--- src/rtl/key_pkg.sv ---
// Shared types and default constants for the multi-channel key conditioner.
// Default counts assume a 50 MHz system clock.
package key_pkg;

  typedef enum logic [1:0] {
    KEY_IDLE,
    KEY_PRESS_DB,
    KEY_HELD,
    KEY_RELEASE_DB
  } key_state_t;

  localparam int KEY_NUM_DEF        = 4;
  localparam int DB_CNT_MAX_DEF     = 999_999;
  localparam int LONG_CNT_MAX_DEF   = 49_999_999;
  localparam int REPEAT_CNT_MAX_DEF = 9_999_999;

  // Counter width able to hold 0..max_val; never narrower than one bit.
  function automatic int cnt_width(input int max_val);
    return (max_val < 1) ? 1 : $clog2(max_val + 1);
  endfunction

endpackage

--- src/rtl/key_chan.sv ---
// One key channel: 2-flop synchroniser, debounce FSM, hold and repeat counters.
// Optional auto-repeat is built only when KEY_REPEAT_EN is defined.
module key_chan
  import key_pkg::*;
#(
  parameter int DB_CNT_MAX     = DB_CNT_MAX_DEF,
  parameter int LONG_CNT_MAX   = LONG_CNT_MAX_DEF,
  parameter int REPEAT_CNT_MAX = REPEAT_CNT_MAX_DEF
) (
  input  logic sys_clk,
  input  logic sys_rst_n,
  input  logic key_in,
  output logic key_level,
  output logic key_press,
  output logic key_release,
  output logic key_long,
  output logic key_repeat
);

  localparam int DB_W   = cnt_width(DB_CNT_MAX);
  localparam int HOLD_W = cnt_width(LONG_CNT_MAX);

  localparam logic [DB_W-1:0]   DB_MAX   = DB_W'(DB_CNT_MAX);
  localparam logic [HOLD_W-1:0] LONG_MAX = HOLD_W'(LONG_CNT_MAX);

  logic [1:0]        sync_q, sync_d;
  logic              key_s;
  key_state_t        state_q, state_d;
  logic [DB_W-1:0]   db_cnt_q, db_cnt_d;
  logic [HOLD_W-1:0] hold_cnt_q, hold_cnt_d;
  logic              long_done_q, long_done_d;
  logic              key_level_q, key_level_d;
  logic              key_press_q, key_press_d;
  logic              key_release_q, key_release_d;
  logic              key_long_q, key_long_d;
  logic              key_repeat_q, key_repeat_d;

  assign key_s = sync_q[1];

  always_comb begin
    sync_d        = {sync_q[0], key_in};
    state_d       = state_q;
    db_cnt_d      = db_cnt_q;
    hold_cnt_d    = hold_cnt_q;
    long_done_d   = long_done_q;
    key_press_d   = 1'b0;
    key_release_d = 1'b0;
    key_long_d    = 1'b0;

    case (state_q)
      KEY_IDLE: begin
        if (!key_s) begin
          state_d  = KEY_PRESS_DB;
          db_cnt_d = '0;
        end
      end
      KEY_PRESS_DB: begin
        if (key_s) begin
          state_d = KEY_IDLE;
        end else if (db_cnt_q == DB_MAX) begin
          state_d     = KEY_HELD;
          key_press_d = 1'b1;
          hold_cnt_d  = '0;
          long_done_d = 1'b0;
        end else begin
          db_cnt_d = db_cnt_q + 1'b1;
        end
      end
      KEY_HELD: begin
        // Counting continues on the leaving edge; only the pulses are suppressed there.
        if (hold_cnt_q != LONG_MAX) begin
          hold_cnt_d = hold_cnt_q + 1'b1;
        end
        if (key_s) begin
          state_d  = KEY_RELEASE_DB;
          db_cnt_d = '0;
        end else if ((hold_cnt_q == LONG_MAX) && !long_done_q) begin
          key_long_d  = 1'b1;
          long_done_d = 1'b1;
        end
      end
      KEY_RELEASE_DB: begin
        if (!key_s) begin
          state_d = KEY_HELD;
        end else if (db_cnt_q == DB_MAX) begin
          state_d       = KEY_IDLE;
          key_release_d = 1'b1;
        end else begin
          db_cnt_d = db_cnt_q + 1'b1;
        end
      end
      default: state_d = KEY_IDLE;
    endcase

    key_level_d = (state_d == KEY_HELD) || (state_d == KEY_RELEASE_DB);
  end

`ifdef KEY_REPEAT_EN
  localparam int REP_W = cnt_width(REPEAT_CNT_MAX);
  localparam logic [REP_W-1:0] REP_MAX = REP_W'(REPEAT_CNT_MAX);

  logic [REP_W-1:0] rep_cnt_q, rep_cnt_d;

  // Repeat period starts at the long pulse and saturates while a release is pending.
  always_comb begin
    rep_cnt_d    = rep_cnt_q;
    key_repeat_d = 1'b0;
    if (key_long_d) begin
      rep_cnt_d = '0;
    end else if ((state_q == KEY_HELD) && long_done_q) begin
      if (rep_cnt_q != REP_MAX) begin
        rep_cnt_d = rep_cnt_q + 1'b1;
      end else if (!key_s) begin
        key_repeat_d = 1'b1;
        rep_cnt_d    = '0;
      end
    end
  end

  always_ff @(posedge sys_clk) begin
    if (!sys_rst_n) begin
      rep_cnt_q <= '0;
    end else begin
      rep_cnt_q <= rep_cnt_d;
    end
  end
`else
  assign key_repeat_d = 1'b0;
`endif

  always_ff @(posedge sys_clk) begin
    if (!sys_rst_n) begin
      sync_q        <= 2'b11;
      state_q       <= KEY_IDLE;
      db_cnt_q      <= '0;
      hold_cnt_q    <= '0;
      long_done_q   <= 1'b0;
      key_level_q   <= 1'b0;
      key_press_q   <= 1'b0;
      key_release_q <= 1'b0;
      key_long_q    <= 1'b0;
      key_repeat_q  <= 1'b0;
    end else begin
      sync_q        <= sync_d;
      state_q       <= state_d;
      db_cnt_q      <= db_cnt_d;
      hold_cnt_q    <= hold_cnt_d;
      long_done_q   <= long_done_d;
      key_level_q   <= key_level_d;
      key_press_q   <= key_press_d;
      key_release_q <= key_release_d;
      key_long_q    <= key_long_d;
      key_repeat_q  <= key_repeat_d;
    end
  end

  assign key_level   = key_level_q;
  assign key_press   = key_press_q;
  assign key_release = key_release_q;
  assign key_long    = key_long_q;
  assign key_repeat  = key_repeat_q;

endmodule

--- src/rtl/key_debounce_multi.sv ---
// Multi-channel push-button conditioner: KEY_NUM independent key_chan instances.
// Define KEY_REPEAT_EN to build the auto-repeat counters.
module key_debounce_multi
  import key_pkg::*;
#(
  parameter int KEY_NUM        = KEY_NUM_DEF,
  parameter int DB_CNT_MAX     = DB_CNT_MAX_DEF,
  parameter int LONG_CNT_MAX   = LONG_CNT_MAX_DEF,
  parameter int REPEAT_CNT_MAX = REPEAT_CNT_MAX_DEF
) (
  input  logic               sys_clk,
  input  logic               sys_rst_n,
  input  logic [KEY_NUM-1:0] key_in,
  output logic [KEY_NUM-1:0] key_level,
  output logic [KEY_NUM-1:0] key_press,
  output logic [KEY_NUM-1:0] key_release,
  output logic [KEY_NUM-1:0] key_long,
  output logic [KEY_NUM-1:0] key_repeat
);

  for (genvar i = 0; i < KEY_NUM; i++) begin : g_chan
    key_chan #(
      .DB_CNT_MAX    (DB_CNT_MAX),
      .LONG_CNT_MAX  (LONG_CNT_MAX),
      .REPEAT_CNT_MAX(REPEAT_CNT_MAX)
    ) u_chan (
      .sys_clk    (sys_clk),
      .sys_rst_n  (sys_rst_n),
      .key_in     (key_in[i]),
      .key_level  (key_level[i]),
      .key_press  (key_press[i]),
      .key_release(key_release[i]),
      .key_long   (key_long[i]),
      .key_repeat (key_repeat[i])
    );
  end

endmodule

--- config.mk ---
export PLATFORM = sky130hd
export DESIGN_NAME = key_debounce_multi
export DESIGN_NICKNAME = d
export VERILOG_FILES = /design/src/rtl/key_pkg.sv /design/src/rtl/key_chan.sv /design/src/rtl/key_debounce_multi.sv
export SDC_FILE = /design/constraint.sdc
export NUM_CORES = 1
export LEC_CHECK = 0
export CAP_MARGIN = 20
export CORE_MARGIN = 1.5
export CORE_UTILIZATION = 55
export DETAILED_ROUTE_END_ITERATION = 8
export PLACE_DENSITY = 0.83
export SLEW_MARGIN = 25
export SYNTH_ARGS = -nofsm -noshare
export SYNTH_HDL_FRONTEND = slang
export SYNTH_HIERARCHICAL = 1
export SYNTH_SLANG_ARGS = --single-unit
--- constraint.sdc ---
create_clock -name sys_clk -period 2.6 [get_ports sys_clk]
set_input_delay 0.52 -clock sys_clk [delete_from_list [all_inputs] [get_ports sys_clk]]
set_output_delay 0.52 -clock sys_clk [all_outputs]
set_load 0.01 [all_outputs]
==> reports/summary.txt <==
minimum setup slack after placement: 0.0967 ns
kind of start point of the critical path: flop
hold buffers post-CTS: 0
largest net degree at the start of global routing: 35
vias in the first global route: 8745
Synth area leader: dfxtp_1
CTS root buf: clkbuf_16
Worst Path Arrival: 2.75 ns
Core Area: 18800 sq um
portion of total power attributed to sequential cells: 48.0%
fraction of power consumed by the clock network: 50.2%
chip height: 142 microns
average routed wire per standard cell: 14.8 microns
number of rows created at floorplan: 50
Worst Hold Endpoint: g_chan[3].u_chan/sync_q[1]
flop-to-flop setup slack: 0.23 ns
max-slew violation count: 0
final weighted congestion in routability-driven placement: 0.858
buffer depth of the longest clock path: 3
part of the cycle the worst path needs: 91.2%
count of endpoints failing setup in the final report: 0
layout cell share with drive strength beyond 1: 12.1%
number of antenna violations at the first check in global routing: 0
global-route wire length before repair: 39800 microns
Primary FF master, synth: dfxtp_1
post-route clock skew: 0.00691 ns
count of state elements after synthesis: 217
# nets final: 1285
path category of the worst min-delay check: flop to flop
DRC violation count after routing: 0
Max H-tree Level: 1
capturing point of the worst reg2reg path: g_chan[3].u_chan/hold_cnt_q[9]
slew at the pin closest to its max-slew limit: 0.951 ns
Hold Path Stages: 1
detailed router's first-iteration violation count: 760
remaining global-route overflow: 0
PnR worst setup slack: 0.230 ns
launch instance of the worst register-to-register path: g_chan[3].u_chan/db_cnt_q[8]
net switching power of the design: 1.41 mW
cell with the biggest individual delay on the critical path: or4_4
Post-synth EDFFs: 0
final hold violation count: 0
Area contributors post-synth: dfxtp_1 41%, a21oi_1 5.0%, or3_1 3.6%, xnor2_1 3.4%, nand2_1 3.3%
I/O pin total: 26
postcts setup bufs: 0
half-perimeter wire length after detailed placement: 15400 microns
critical path, cell by cell: or4b_4 > or4_4 > o41ai_4 > buf_4 > a21oi_2
synthesized area per cell: 8.62 sq um
number of unique standard cell types used by synthesis: 67
relative area change from synthesis to final layout: 12.9%
number of warnings printed during yosys synthesis: 6
post_cts resized: 0
die area: 20200 sq um
number of nets in the synthesized netlist: 1247
total wire length after detailed routing: 22900 microns
Initial Utilization: 56.4%
R2R depth: 5
headroom to the max-slew limit: 36.0%
crit path capture type: flop
worst path required time: 2.98 ns
horizontal extent of the die: 142 microns
kind of critical path: flop to flop
critical path fanouts, max: 11
power density normalized to cell area: 580 nW/um^2
detailed-router iteration count before antenna repair: 5
startpoint of the most critical hold path: g_chan[3].u_chan/sync_q[0]
share of synthesized flip-flops with an asynchronous set or reset: 0%
cell area after synthesis: 10600 sq um
fraction of power consumed by combinational cells: 1.8%
setup_tns: 0 ns
clock transition time at the flip-flop clock pins of the worst setup and hold paths: 0.06 ns
peak per-stage delay on the critical path: 0.56 ns
unrepaired setup endpoints after global routing: false
sequential fraction of the synthesis area: 40.9%
area share of the leading cell type in the synthesized netlist: 40.9%
status: complete, no violations
total CTS buffers: 24
number of diodes: 0
post-synthesis instance total: 1233
largest voltage drop on the vdd net: 0.000579 V
clock tree from TritonCTS: yes
clock insertion delay at the later pin of the skew report: 0.51 ns
Net Sw Frac: 20.3%
overall fraction of global-route tracks in use: 23.0%
LEAKAGE: 3.61 nW
via count: 9410
crit path time final: 2.37 ns
via-per-instance ratio: 6.07
Internal Power: 5.55 mW
Buffers on Ports: 21
number of max-cap violations: 0
clock sink count: 217
Max Clock Freq: 422 MHz
number of nets with antenna violations after detailed routing: 0
[state kept, by name, indices dropped and copies added (netlist names)]
register                   cells
g_chan.u_chan/hold_cnt_q     104
g_chan.u_chan/long_done_q      4
g_chan.u_chan/key_long         4
g_chan.u_chan/key_level        4
g_chan.u_chan/sync_q           8
g_chan.u_chan/state_q          5
g_chan.u_chan/db_cnt_q        80
g_chan.u_chan/key_press        4
g_chan.u_chan/key_release      4
[critical path, delay by kind of cell, from the launching register on]
| family | cells | cell delay (ns) |
|---|---|---|
| AND/OR/NAND/NOR | 2 | 1.11 |
| AO/OA/AOI/OAI | 2 | 0.48 |
| flip-flops | 1 | 0.35 |
| buffers and inverters | 1 | 0.30 |
[routing by layer]
| layer | vias up | track usage [%] | wire length [microns] |
|---|---|---|---|
| li1 | 4717 | - | - |
| met1 | 4480 | 31.0 | 10700 |
| met2 | 185 | 38.8 | 10900 |
| met3 | 28 | 3.20 | 988 |
| met4 | 0 | 6.13 | 308 |
| met5 | - | 0 | 0 |
[kinds of logic (layout without fill, tap and decap cells)]
logic type,count (synthesis),after routing,share of synthesized area (%)
buf+inv,71,127,3.89
fa+ha+maj,8,8,0.942
xor+xnor,57,57,4.70
simple gates,590,590,32.6
compound gates,286,286,16.9
other cells,4,4,0.141
flops,217,217,40.9
[through the flow]
step	utilization (%)	hold slack, ns	total power [mW]	std cells	cell area [sq um]
after floorplan	-	0.386	3.50	1233	10600
after global placement	59.2	0.390	3.54	1505	11200
after detailed placement	59.2	0.398	3.54	1505	11200
after CTS	63.7	0.413	7.04	1549	12000
after global routing	63.7	0.436	7.19	1549	12000
final	63.7	0.409	6.96	1549	12000
[cell usage after synthesis, types with 4 or more instances]
cell type / number
buf_4: 10
o21ai_0: 61
a211oi_1: 4
nor3_1: 24
nand4_1: 46
and4_4: 6
ha_1: 8
nor3b_1: 4
inv_1: 25
nor2_1: 84
nand3_1: 65
conb_1: 4
nand2b_1: 10
or2_2: 5
xor2_1: 16
and4_1: 20
and2_1: 13
nor4b_1: 10
o21a_1: 5
clkbuf_1: 15
o211ai_1: 9
xnor2_1: 41
and3_2: 9
a21oi_2: 17
and3_1: 21
or4_1: 46
or3_1: 62
o21ai_1: 11
a21oi_1: 107
nor2b_1: 4
buf_2: 6
or4_2: 12
nor4bb_1: 4
nor4_1: 25
nand2_1: 93
buf_6: 9
o31ai_1: 46
dfxtp_1: 217
[worst max-delay path by stage]
stage	start	to	slack (ns)	cells past startpoint
6_report	g_chan[3].u_chan/db_cnt_q[8]	g_chan[3].u_chan/hold_cnt_q[9]	0.23	5
5_1_grt	g_chan[3].u_chan/db_cnt_q[8]	g_chan[3].u_chan/hold_cnt_q[8]	0.14	5
4_1_cts	g_chan[3].u_chan/db_cnt_q[8]	g_chan[3].u_chan/hold_cnt_q[6]	0.22	5
3_5_place_dp	sys_rst_n	g_chan[2].u_chan/hold_cnt_q[9]	0.1	5
3_3_place_gp	sys_rst_n	g_chan[2].u_chan/hold_cnt_q[9]	0.12	5
2_1_floorplan	g_chan[3].u_chan/db_cnt_q[7]	g_chan[3].u_chan/hold_cnt_q[10]	0.32	6
[cells in the final DEF, fill, tap and decap left out, drive strengths merged, types with 30 or more instances in the layout]
cell type / n
dfxtp: 217
a21oi: 124
nand2: 96
nor2: 86
o21ai: 73
nand3: 68
or3: 65
or4: 59
nand4: 46
o31ai: 46
xnor2: 41
clkbuf: 36
buf: 34
and3: 30
[power groups by stage]
stage	registers [mW]	clock network, mW	logic, mW
after floorplan	3.41	0	0.0845
after global placement	3.42	0	0.123
after detailed placement	3.42	0	0.125
after CTS	3.34	3.57	0.126
after global routing	3.34	3.71	0.138
final	3.34	3.49	0.126
[final cells by class]
type	count	area, sq um
Timing Repair Buffer	55	478
Fill cell	1553	6840
Multi-Input combinational cell	945	5900
Tap cell	260	325
Sequential cell	217	4340
Inverter	28	105
Clock inverter	8	90.1
Clock buffer	36	747
(Power assumes the default switching activity.)
